<file path="src/rtl/hdmi_pixel_reader.sv">
// hdmi_pixel_reader: video timing generator and pixel-FIFO consumer for
// the HDMI output path, with underflow colour substitution and statistics.
module hdmi_pixel_reader #(
  parameter int          H_ACTIVE        = 1280,
  parameter int          H_FP            = 110,
  parameter int          H_SYNC          = 40,
  parameter int          H_BP            = 220,
  parameter int          V_ACTIVE        = 720,
  parameter int          V_FP            = 5,
  parameter int          V_SYNC          = 5,
  parameter int          V_BP            = 20,
  parameter logic        SYNC_POL        = 1'b1,
  parameter int          CLKS_PER_PIXEL  = 2,
  parameter int          START_LEVEL     = 64,
  parameter logic [23:0] UNDERFLOW_COLOR = 24'hFF00FF
) (
  input  logic        clk_pixel,
  input  logic        rst,
  input  logic        enable,
  input  logic        clearUnderflow,
  input  logic [7:0]  bufferSize,
  input  logic        bufferEmpty,
  input  logic [23:0] hdmiReadData,
  output logic        pixelReq,
  output logic [23:0] hdmiRGB,
  output logic        hdmiDE,
  output logic        hdmiHSync,
  output logic        hdmiVSync,
  output logic [10:0] xPosition,
  output logic [10:0] yPosition,
  output logic        frameStart,
  output logic        underflow,
  output logic [15:0] underflowCount
);

  localparam int H_TOTAL = H_ACTIVE + H_FP + H_SYNC + H_BP;
  localparam int V_TOTAL = V_ACTIVE + V_FP + V_SYNC + V_BP;
  localparam int PW = (CLKS_PER_PIXEL > 1) ? $clog2(CLKS_PER_PIXEL) : 1;

  localparam logic [10:0]   H_LAST  = 11'(H_TOTAL - 1);
  localparam logic [10:0]   V_LAST  = 11'(V_TOTAL - 1);
  localparam logic [10:0]   H_ACT   = 11'(H_ACTIVE);
  localparam logic [10:0]   V_ACT   = 11'(V_ACTIVE);
  localparam logic [10:0]   HS_BEG  = 11'(H_ACTIVE + H_FP);
  localparam logic [10:0]   HS_END  = 11'(H_ACTIVE + H_FP + H_SYNC);
  localparam logic [10:0]   VS_BEG  = 11'(V_ACTIVE + V_FP);
  localparam logic [10:0]   VS_END  = 11'(V_ACTIVE + V_FP + V_SYNC);
  localparam logic [PW-1:0] PH_LAST = PW'(CLKS_PER_PIXEL - 1);
  localparam logic [7:0]    START_L = 8'(START_LEVEL);

  typedef enum logic [1:0] {
    S_IDLE = 2'd0,
    S_WAIT = 2'd1,
    S_RUN  = 2'd2
  } state_e;

  state_e        state_q, state_d;
  logic [PW-1:0] ph_q, ph_d;
  logic [10:0]   hx_q, hx_d;
  logic [10:0]   vy_q, vy_d;

  logic          req_q, req_d;
  logic [23:0]   rgb_q, rgb_d;
  logic          de_q, de_d;
  logic          hs_q, hs_d;
  logic          vs_q, vs_d;
  logic [10:0]   xpos_q, xpos_d;
  logic [10:0]   ypos_q, ypos_d;
  logic          fs_q, fs_d;
  logic          uf_q, uf_d;
  logic [15:0]   ucnt_q, ucnt_d;

  logic          slot_edge;
  logic          frame_end;
  logic          run_go;
  logic          active;
  logic          uevent;

  // hx/vy address the next slot; xpos/ypos the one on the wire
  assign slot_edge = (state_q == S_RUN) && (ph_q == '0);
  assign frame_end = slot_edge && (xpos_q == H_LAST)
                     && (ypos_q == V_LAST);
  assign run_go    = (state_q == S_RUN) && (state_d == S_RUN);
  assign active    = (hx_q < H_ACT) && (vy_q < V_ACT);

  always_ff @(posedge clk_pixel) begin
    if (rst) begin
      state_q <= S_IDLE;
      ph_q    <= '0;
      hx_q    <= '0;
      vy_q    <= '0;
      req_q   <= 1'b0;
      rgb_q   <= '0;
      de_q    <= 1'b0;
      hs_q    <= ~SYNC_POL;
      vs_q    <= ~SYNC_POL;
      xpos_q  <= '0;
      ypos_q  <= '0;
      fs_q    <= 1'b0;
      uf_q    <= 1'b0;
      ucnt_q  <= '0;
    end else begin
      state_q <= state_d;
      ph_q    <= ph_d;
      hx_q    <= hx_d;
      vy_q    <= vy_d;
      req_q   <= req_d;
      rgb_q   <= rgb_d;
      de_q    <= de_d;
      hs_q    <= hs_d;
      vs_q    <= vs_d;
      xpos_q  <= xpos_d;
      ypos_q  <= ypos_d;
      fs_q    <= fs_d;
      uf_q    <= uf_d;
      ucnt_q  <= ucnt_d;
    end
  end

  always_comb begin
    state_d = state_q;
    unique case (state_q)
      S_IDLE: begin
        if (enable) state_d = S_WAIT;
      end
      S_WAIT: begin
        if (!enable) state_d = S_IDLE;
        else if (bufferSize >= START_L) state_d = S_RUN;
      end
      S_RUN: begin
        if (frame_end && !enable) state_d = S_IDLE;
      end
      default: state_d = S_IDLE;
    endcase

    ph_d = '0;
    hx_d = '0;
    vy_d = '0;
    if (run_go) begin
      if (ph_q == PH_LAST) begin
        vy_d = vy_q;
        if (hx_q == H_LAST) begin
          vy_d = (vy_q == V_LAST) ? '0 : vy_q + 11'd1;
        end else begin
          hx_d = hx_q + 11'd1;
        end
      end else begin
        ph_d = ph_q + PW'(1);
        hx_d = hx_q;
        vy_d = vy_q;
      end
    end
  end

  always_comb begin
    req_d  = 1'b0;
    fs_d   = 1'b0;
    rgb_d  = rgb_q;
    de_d   = de_q;
    hs_d   = hs_q;
    vs_d   = vs_q;
    xpos_d = xpos_q;
    ypos_d = ypos_q;
    uevent = 1'b0;

    if (!run_go) begin
      rgb_d  = '0;
      de_d   = 1'b0;
      hs_d   = ~SYNC_POL;
      vs_d   = ~SYNC_POL;
      xpos_d = '0;
      ypos_d = '0;
    end else if (slot_edge) begin
      de_d   = active;
      xpos_d = hx_q;
      ypos_d = vy_q;
      fs_d   = (hx_q == '0) && (vy_q == '0);
      hs_d   = ((hx_q >= HS_BEG) && (hx_q < HS_END)) ?
               SYNC_POL : ~SYNC_POL;
      vs_d   = ((vy_q >= VS_BEG) && (vy_q < VS_END)) ?
               SYNC_POL : ~SYNC_POL;
      unique case (1'b1)
        active && !bufferEmpty: begin
          rgb_d = hdmiReadData;
          req_d = 1'b1;
        end
        active && bufferEmpty: begin
          rgb_d  = UNDERFLOW_COLOR;
          uevent = 1'b1;
        end
        default: rgb_d = '0;
      endcase
    end

    // a clear coinciding with an event leaves that event counted
    uf_d   = uf_q;
    ucnt_d = ucnt_q;
    if (clearUnderflow) begin
      uf_d   = uevent;
      ucnt_d = uevent ? 16'd1 : 16'd0;
    end else if (uevent) begin
      uf_d   = 1'b1;
      ucnt_d = (ucnt_q == 16'hFFFF) ? ucnt_q : ucnt_q + 16'd1;
    end
  end

  assign pixelReq       = req_q;
  assign hdmiRGB        = rgb_q;
  assign hdmiDE         = de_q;
  assign hdmiHSync      = hs_q;
  assign hdmiVSync      = vs_q;
  assign xPosition      = xpos_q;
  assign yPosition      = ypos_q;
  assign frameStart     = fs_q;
  assign underflow      = uf_q;
  assign underflowCount = ucnt_q;

endmodule
</file>
<file path="config.mk">
export PLATFORM = sky130hd
export DESIGN_NAME = hdmi_pixel_reader
export DESIGN_NICKNAME = d
export VERILOG_FILES = /design/src/rtl/hdmi_pixel_reader.sv
export SDC_FILE = /design/constraint.sdc
export NUM_CORES = 1
export LEC_CHECK = 0
export BUFFER_PORTS_ARGS = -buffer_cell sky130_fd_sc_hd__clkbuf_2
export CORE_MARGIN = 2
export CORE_UTILIZATION = 40
export DETAILED_ROUTE_END_ITERATION = 16
export GPL_TIMING_DRIVEN = 0
export PLACE_DENSITY = 0.69
export SYNTH_ARGS = -nofsm -noshare
export SYNTH_HDL_FRONTEND = slang
export SYNTH_SLANG_ARGS = --single-unit
</file>
<file path="constraint.sdc">
create_clock -name clk_pixel -period 2.39 [get_ports clk_pixel]
set_input_delay 0.3585 -clock clk_pixel [delete_from_list [all_inputs] [get_ports clk_pixel]]
set_output_delay 0.3585 -clock clk_pixel [all_outputs]
set_load 0.03 [all_outputs]
</file>
==> flow_summary.yaml, run 1 <==
die:
  pin_count: 105
  start_util: 0.408
  core_area_um2: 10200
  die_h_um: 106
  die_w_um: 106
  die-area_um2: 11200
  rows: 37
pwr:
  power_mw: 2.82
  powerDensity_nw_per_um2: 558
  power_frac_comb: 0.043
  vdd_drop_max_v: 0.000216
  p_clk_frac: 0.404
  p_sw_frac: 0.253
  internal_power_mw: 2.11
  power.leakage_nw: 1.80
  seqPwrFrac: 0.553
  power_switching_mw: 0.713
synthesis:
  synth_seq_cells: 93
  yosysTopAreaCell: "dfxtp_1"
  syn-cell-area_um2: 4160
  synth_fp_nets: 549
  synth_top_area_share: 0.448
  synthCells: 505
  synth.avg_cell_area_um2: 8.23
  netlist_top_cells_area: "dfxtp_1 (45%), nand2_1 (7.5%), a21oi_1 (6.9%)"
  synth_ff_type: "dfxtp_1"
  synth-async-reset-ratio: 0
  synth.distinct_cells: 56
  yosysWarnings: 0
  synth-edff-count: 0
  ys_seq_area_frac: 0.448
layout:
  antenna_cells: 0
  layout_commonest_cell: "clkbuf_2"
  drive_gt1_frac: 0.220
  final_nets: 656
  area_delta_synth_final_pct: 21.4
  final_cell_mix: "clkbuf_2 (96), dfxtp_1 (93), nand2_1 (83)"
  fin_util: 0.496
route:
  ant_nets: 0
  drt_first_iter_violations: 209
  first_pass_iters: 5
  post_drt_wl_per_cell_um: 14.8
  viasPerCell: 5.43
  vias: 4087
  drt_wl_total_um: 11200
  drc: 0
critical_path:
  end_kind: "register"
  arrival_ns: 2.57
  cp_cell_sequence: "or4bb_1 > nor4_4 > a2111o_1 > buf_2 > clkbuf_4 > a21oi_1"
  crit_type: "reg2reg"
  worst_path_largest_cell_delay_ns: 0.56
  path_max_fanout: 10
  cp-start-kind: "register"
  slowest_stage: "or4bb_1"
  reg2reg_depth: 6
  worstPathRequired_ns: 2.65
global_route:
  grt_pass1_vias: 3924
  antenna_found_initial: 0
  grt_util_all_layers: 0.203
  grt_max_degree: 19
  grt_overflow_total: 0
  grt_pass1_wl_um: 18700
clocking:
  cts_max_level: 3
  numCtsBuffers: 9
  tritoncts: "built"
  path_clk_slew_ns: 0.10
  postCtsHoldBufs: 0
  clock_latency_ns: 0.37
  clockBufferDepth: 2
  clockRootBuffer: "clkbuf_8"
  cts_sinks: 93
placed_design:
  port_buffers: 96
  dpl.hpwl_um: 8330
  place.gp.congestion: 0.890
sta:
  skew_ns: 0.0117
  tns_ns: 0
  slew_headroom: 0.335
  worstMarginPinSlew_ns: 0.990
  period_needed_ns: 2.31
  fin_crit_sh: 0.967
  setup_violations: 0
  hold_viol: 0
  fmax_mhz: 433
  maxSlewViolCount: 0
  rsz0062_at_grt: "no"
status:
  status: "completed"
min_path:
  hold_depth: 3
  min_path_type: "in2reg"
flow_run:
  max_cap_viol_count: 0
-- final timing paths --
path                          from  slack (ns)           end
hold reg to reg        hdmiRGB[23]        0.46   hdmiRGB[23]
setup reg to reg      yPosition[7]        0.08  yPosition[5]
hold / removal    hdmiReadData[14]        0.22   hdmiRGB[14]
setup / recovery      yPosition[7]        0.08  yPosition[5]
-- power groups by stage --
stage | sequential (mW) | clock [mW] | combinational, mW
2_1_floorplan | 1.60 | 0 | 0.0636
3_3_place_gp | 1.59 | 0 | 0.118
3_5_place_dp | 1.59 | 0 | 0.119
4_1_cts | 1.56 | 1.15 | 0.119
5_1_grt | 1.56 | 1.22 | 0.135
6_report | 1.56 | 1.14 | 0.121
-- through the flow --
stage,hold slack [ns],instance area [um2],setup WS [ns],cells
5_1_grt,0.227,5050,0.00506,753
2_1_floorplan,0.469,4160,0.326,505
3_3_place_gp,0.439,4810,0.146,737
6_report,0.215,5050,0.0790,753
4_1_cts,0.211,5020,0.0867,753
3_5_place_dp,0.446,4810,0.109,737
-- kinds of logic (layout without fill, tap and decap cells) --
kind of cell               count (synthesis)  count (layout)  synth area share
xor gates and xnor gates                  17              17            0.0358
DFF                                       93              93             0.448
muxes                                      2               2           0.00512
AOI/OAI and AO/OA                        118             118             0.166
and+or+nand+nor                          225             225             0.277
adders and majority gates                  7               7            0.0211
buffers and inverters                     43             155            0.0466
-- layer usage --
metal  up-vias  global-route usage  wire length, um
met5         -                   0                0
met4         0              0.0620              107
met3        12              0.0466              734
met2       132               0.338             5260
met1      1933               0.263             5060
li1       2010                   -                -
-- state kept, by name (all words and copies together) (netlist names), 2 cells and up --
signal          flops
hdmiRGB            24
underflowCount     16
hx_q               11
vy_q               11
xPosition          11
yPosition          11
state_q             2
-- worst max-delay path, delay by kind of cell, from the launching register on --
| kind | cells | cell delay (ns) |
|---|---|---|
| buf+inv | 2 | 0.55 |
| simple gates | 2 | 0.93 |
| compound gates | 2 | 0.33 |
| flops | 1 | 0.39 |
-- synth_stat cells, types with 3 or more instances --
library cell   n
o31ai_1       12
or4_1         13
nand2b_1       3
a22oi_1        8
a21oi_1       57
inv_1         12
xor2_1         6
ha_1           7
o21ai_0       21
and3_1         9
o22ai_1        3
nor4_1         3
nand2_1       83
xnor2_1       11
a31oi_1        5
nor2_1        46
dfxtp_1       93
buf_2          8
clkbuf_1      17
nand3_1       17
or3_1          5
nand4_1       15
and4_1         3
nor3_1         7
and2_1         3
-- layout make-up --
class | instances | area (um2)
clock inverter | 7 | 92.6
buffer | 31 | 159
tap | 136 | 170
clock buffer | 9 | 124
fill | 1035 | 5140
sequential | 93 | 1860
timing repair buffer | 96 | 480
multi-input combinational | 369 | 2110
inverter | 12 | 45.0
-- timing repair --
action                                  4_1_cts  5_1_grt
buffers inserted                              0        0
resized for setup                             0        7
endpoints found under the setup margin        0       54
Power figures use the tool's default switching activity.
==> run 2: changes to the inputs <==
- REMOVE_ABC_BUFFERS: not set -> 1
==> flow_summary.yaml, run 2 (synthesis gave the netlist of run 1 again) <==
clocking:
  cts_max_level: 3
  tritoncts: "built"
  postCtsHoldBufs: 0
  numCtsBuffers: 9
  clock_latency_ns: 0.37
  path_clk_slew_ns: 0.10
  cts_sinks: 93
  clockRootBuffer: "clkbuf_8"
  clockBufferDepth: 2
route:
  viasPerCell: 5.51
  vias: 4050
  drt_first_iter_violations: 286
  drc: 0
  first_pass_iters: 5
  drt_wl_total_um: 11000
  ant_nets: 0
  post_drt_wl_per_cell_um: 15.0
min_path:
  holdCritStartpoint: "hdmiReadData[15]"
  min_path_type: "in2reg"
  holdPathEnd: "hdmiRGB[15]"
  hold_depth: 3
sta:
  hold_viol: 0
  fin_ws_ns: 0.114
  worstMarginPinSlew_ns: 0.908
  slew_headroom: 0.390
  rsz0062_at_grt: "no"
  fmax_mhz: 439
  skew_ns: 0.00867
  period_needed_ns: 2.28
  fin_crit_sh: 0.952
  maxSlewViolCount: 0
  setup_violations: 0
  tns_ns: 0
die:
  rows: 37
  core_area_um2: 10200
  start_util: 0.408
  pin_count: 105
  die_h_um: 106
  die_w_um: 106
  die-area_um2: 11200
layout:
  area_delta_synth_final_pct: 21.1
  fill_cells: 1016
  drive_gt1_frac: 0.234
  final_nets: 638
  largest_reg_flops: 24
  final_cell_mix: "clkbuf_2 (98), dfxtp_1 (92), nand2_1 (83)"
  antenna_cells: 0
  layout_commonest_cell: "clkbuf_2"
critical_path:
  reg2reg_from: "state_q[0]"
  worstPathRequired_ns: 2.62
  crit_type: "reg2reg"
  cp-start-kind: "register"
  end_kind: "register"
  reg2reg_depth: 6
  timing.rr.end: "frameStart"
  path_max_fanout: 32
  r2r_slack_ns: 0.11
  arrival_ns: 2.51
placed_design:
  place_worst_setup_slack_ns: -1.04
  place.gp.congestion: 0.843
  dpl.hpwl_um: 7370
  port_buffers: 98
global_route:
  antenna_found_initial: 0
  grt_max_degree: 33
  grt_overflow_total: 0
  grt_util_all_layers: 0.200
  grt_pass1_vias: 3876
  grt_pass1_wl_um: 18200
status:
  status: "completed"
flow_run:
  max_cap_viol_count: 0
pwr:
  vdd_drop_max_v: 0.000265
  power.leakage_nw: 1.81
  powerDensity_nw_per_um2: 547
run 2: routing by layer:
metal  wire, um  GRT usage  share of wire
met1       4640      0.242           0.42
met4        251     0.0930          0.023
met5          0          0              0
met3        608     0.0405          0.055
met2       5520      0.341           0.50
run 2: metrics by stage:
| stage | instance area [um2] | util | hold WS, ns | power [mW] | instances |
|---|---|---|---|---|---|
| after floorplan | 4010 | - | 0.428 | 1.65 | 474 |
| after global placement | 4670 | 0.458 | 0.439 | 1.70 | 708 |
| after detailed placement | 4730 | 0.464 | 0.447 | 1.71 | 710 |
| after CTS | 5030 | 0.494 | 0.221 | 2.77 | 735 |
| after global routing | 5030 | 0.494 | 0.219 | 2.86 | 735 |
| final | 5030 | 0.494 | 0.228 | 2.76 | 735 |
run 2: how the worst max path moves through the flow:
stage	from	endpoint	slack, ns	depth (start not counted)
2_1_floorplan	ph_q	vy_q[0]	-0.87	5
3_3_place_gp	ph_q	vy_q[2]	-1.97	5
3_5_place_dp	ph_q	underflowCount[15]	-1.04	5
4_1_cts	yPosition[7]	vy_q[9]	0.11	5
5_1_grt	state_q[0]	underflowCount[14]	0.004	7
6_report	state_q[0]	frameStart	0.11	6
run 2: layout make-up:
type,count,area (um2),area share
flip-flops and latches,93,1860,0.370
inverters,12,45.0,0.00895
clock inverters,7,73.8,0.0147
multi-input cells,371,2160,0.429
repair buffers,107,598,0.119
clock buffers,9,124,0.0246
well taps,136,170,0.0338
run 2: power breakdown:
part	internal (mW)	leakage, nW	switching, mW	total [mW]
clock network	0.487	0.0996	0.585	1.07
registers	1.55	0.750	0.00891	1.56
logic	0.0447	0.957	0.0771	0.122
run 2: what timing repair did:
item | in CTS | in global routing
setup endpoints to repair | 91 | 11
buffers inserted | 7 | 0
gates cloned | 2 | 0
pin swaps | 4 | 1
gates resized for setup | 7 | 1
run 2: worst max-delay path: stages (launching register included):
cell and delay, ns:
dfxtp_1 0.58, or3b_4 0.24, buf_16 0.18, nor3_4 0.07, a2111o_2 0.48, buf_4 0.18
nor4_1 0.39
==> run 3: changes to the inputs <==
- ABC_AREA: not set -> 1
- PLACE_DENSITY: 0.69 -> 0.68
==> flow_summary.yaml, run 3 <==
layout:
  final_cell_mix: "nand2_1 (146), clkbuf_2 (98), dfxtp_1 (93)"
  layout_commonest_cell: "nand2_1"
  fill_cells: 1097
  antenna_cells: 0
  drive_gt1_frac: 0.188
  largest_reg_flops: 24
  fin_cells: 852
  final_nets: 753
  area_delta_synth_final_pct: 17.8
sta:
  worstMarginPinSlew_ns: 0.698
  fin_hold_ws_ns: 0.237
  period_needed_ns: 2.20
  fin_crit_sh: 0.920
  slew_headroom: 0.534
  maxSlewViolCount: 0
  skew_ns: 0.0106
  fmax_mhz: 455
  hold_viol: 0
  setup_violations: 0
  rsz0062_at_grt: "no"
placed_design:
  port_buffers: 98
  place_inst: 836
  dpl.hpwl_um: 7780
  place.gp.congestion: 0.884
die:
  core_area_um2: 10800
  pin_count: 105
  rows: 38
  die_w_um: 109
  die_h_um: 109
  start_util: 0.410
  die-area_um2: 12000
pwr:
  p_sw_frac: 0.219
  power_mw: 2.66
  internal_power_mw: 2.08
  seqPwrFrac: 0.583
  power_switching_mw: 0.585
  powerDensity_nw_per_um2: 510
  power.leakage_nw: 2.01
  vdd_drop_max_v: 0.000247
  power_frac_comb: 0.035
  p_clk_frac: 0.382
critical_path:
  cp-start-kind: "register"
  reg2reg_from: "state_q[1]"
  worstPathRequired_ns: 2.68
  reg2reg_depth: 8
  end_kind: "register"
  r2r_slack_ns: 0.19
  timing.rr.end: "hdmiRGB[4]"
  cp-endpoint: "hdmiRGB[4]"
  crit_type: "reg2reg"
  arrival_ns: 2.49
  path_max_fanout: 51
  crit_path_start: "state_q[1]"
clocking:
  tritoncts: "built"
  cts_sinks: 93
  clock_latency_ns: 0.37
  clockBufferDepth: 2
  clockRootBuffer: "clkbuf_8"
  numCtsBuffers: 9
  cts_max_level: 3
  path_clk_slew_ns: 0.09
route:
  ant_nets: 0
  post_drt_wl_per_cell_um: 12.9
  drt_first_iter_violations: 247
  first_pass_iters: 5
  viasPerCell: 5.13
  drc: 0
  vias: 4369
  drt_wl_total_um: 11000
status:
  status: "completed"
synthesis:
  synth-async-reset-ratio: 0
  synthCells: 623
  synth_ff_type: "dfxtp_1"
  synth_top_area_share: 0.419
  ys_top_cells_by_count: "nand2_1 (146), dfxtp_1 (93), a21oi_1 (68)"
  yosysWarnings: 0
  ys_seq_area_frac: 0.419
  netlist_top_cells_area: "dfxtp_1 (42%), nand2_1 (12%), a21oi_1 (7.7%)"
  yosysMostFrequentCell: "nand2_1"
  synth-edff-count: 0
  synth.distinct_cells: 38
  synth.avg_cell_area_um2: 7.13
  yosysTopAreaCell: "dfxtp_1"
  synth_seq_cells: 93
  syn-cell-area_um2: 4440
global_route:
  antenna_found_initial: 0
  grt_pass1_vias: 4062
  grt_pass1_wl_um: 18100
  grt_max_degree: 52
  grt_overflow_total: 0
  use_met1: 0.232
  grt.busiest_layer: "met2"
  met3_usage: 0.0314
  grt_use_met2: 0.320
  grt_util_all_layers: 0.189
flow_run:
  max_cap_viol_count: 0
min_path:
  min_path_type: "in2reg"
==> run 3: power by group through the flow <==
| stage | logic [mW] | registers, mW | clock network (mW) |
|---|---|---|---|
| after floorplan | 0.0408 | 1.59 | 0 |
| after global placement | 0.0869 | 1.59 | 0 |
| after detailed placement | 0.0897 | 1.59 | 0 |
| after CTS | 0.0907 | 1.55 | 1.06 |
| after global routing | 0.103 | 1.55 | 1.11 |
| final | 0.0926 | 1.55 | 1.02 |
==> run 3: layout make-up <==
class | instances | area, um2 | share of cell area
clock buffer | 12 | 145 | 0.0278
clock inverter | 2 | 35.0 | 0.00670
inverter | 62 | 235 | 0.0450
multi-input combinational | 443 | 2250 | 0.430
sequential | 93 | 1860 | 0.356
tap | 140 | 175 | 0.0335
timing repair buffer | 100 | 531 | 0.101
==> run 3: what timing repair did <==
action                                  CTS  global route
buffers inserted                          0             1
pin swaps                                 0             1
resized for setup                         1             2
gates cloned                              0             1
hold buffers                              0             0
endpoints found under the setup margin   10            11
==> run 3: per-layer routing <==
layer / up-vias / wire length, um
met3: 20 / 553
met1: 2008 / 4950
li1: 2224 / -
met5: - / 0
met4: 0 / 272
met2: 117 / 5240
==> run 3: kinds of logic after synthesis <==
kind of cell,share of synthesized area
buffers and inverters,0.0831
adders and majority gates,0.0197
AOI/OAI and AO/OA,0.125
xor gates and xnor gates,0.0316
and+or+nand+nor,0.322
DFF,0.419
==> run 3: worst min-delay path by stage <==
| stage | startpoint | to | slack (ns) | cells after the start |
|---|---|---|---|---|
| after floorplan | rst | underflowCount[0] | 0.43 | 1 |
| after global placement | hdmiRGB[17] | hdmiRGB[17] | 0.45 | 2 |
| after detailed placement | hdmiRGB[3] | hdmiRGB[3] | 0.46 | 2 |
| after CTS | hdmiReadData[15] | hdmiRGB[15] | 0.22 | 3 |
| after global routing | hdmiReadData[15] | hdmiRGB[15] | 0.24 | 3 |
| final | hdmiReadData[15] | hdmiRGB[15] | 0.24 | 3 |
==> run 3: stage by stage <==
| stage | instance area, um2 | setup slack (ns) | TNS [ns] | utilization |
|---|---|---|---|---|
| floorplan | 4310 | -0.0121 | -0.0243 | - |
| global placement | 4970 | -1.03 | -55.74 | 0.459 |
| detailed placement | 5000 | -0.143 | -1.06 | 0.461 |
| CTS | 5190 | 0.0107 | 0 | 0.479 |
| global route | 5230 | 0.0294 | 0 | 0.482 |
| finish | 5230 | 0.192 | 0 | 0.482 |
==> run 3: worst max-delay path, cell delays in order, from the launching register on <==
cell and delay, ns:
dfxtp_1 0.37, inv_2 0.07, nor2_4 0.18, nand2_8 0.25, nor2_4 0.17, nand3_1 0.10
inv_1 0.53, o21ai_0 0.25, a21oi_1 0.20
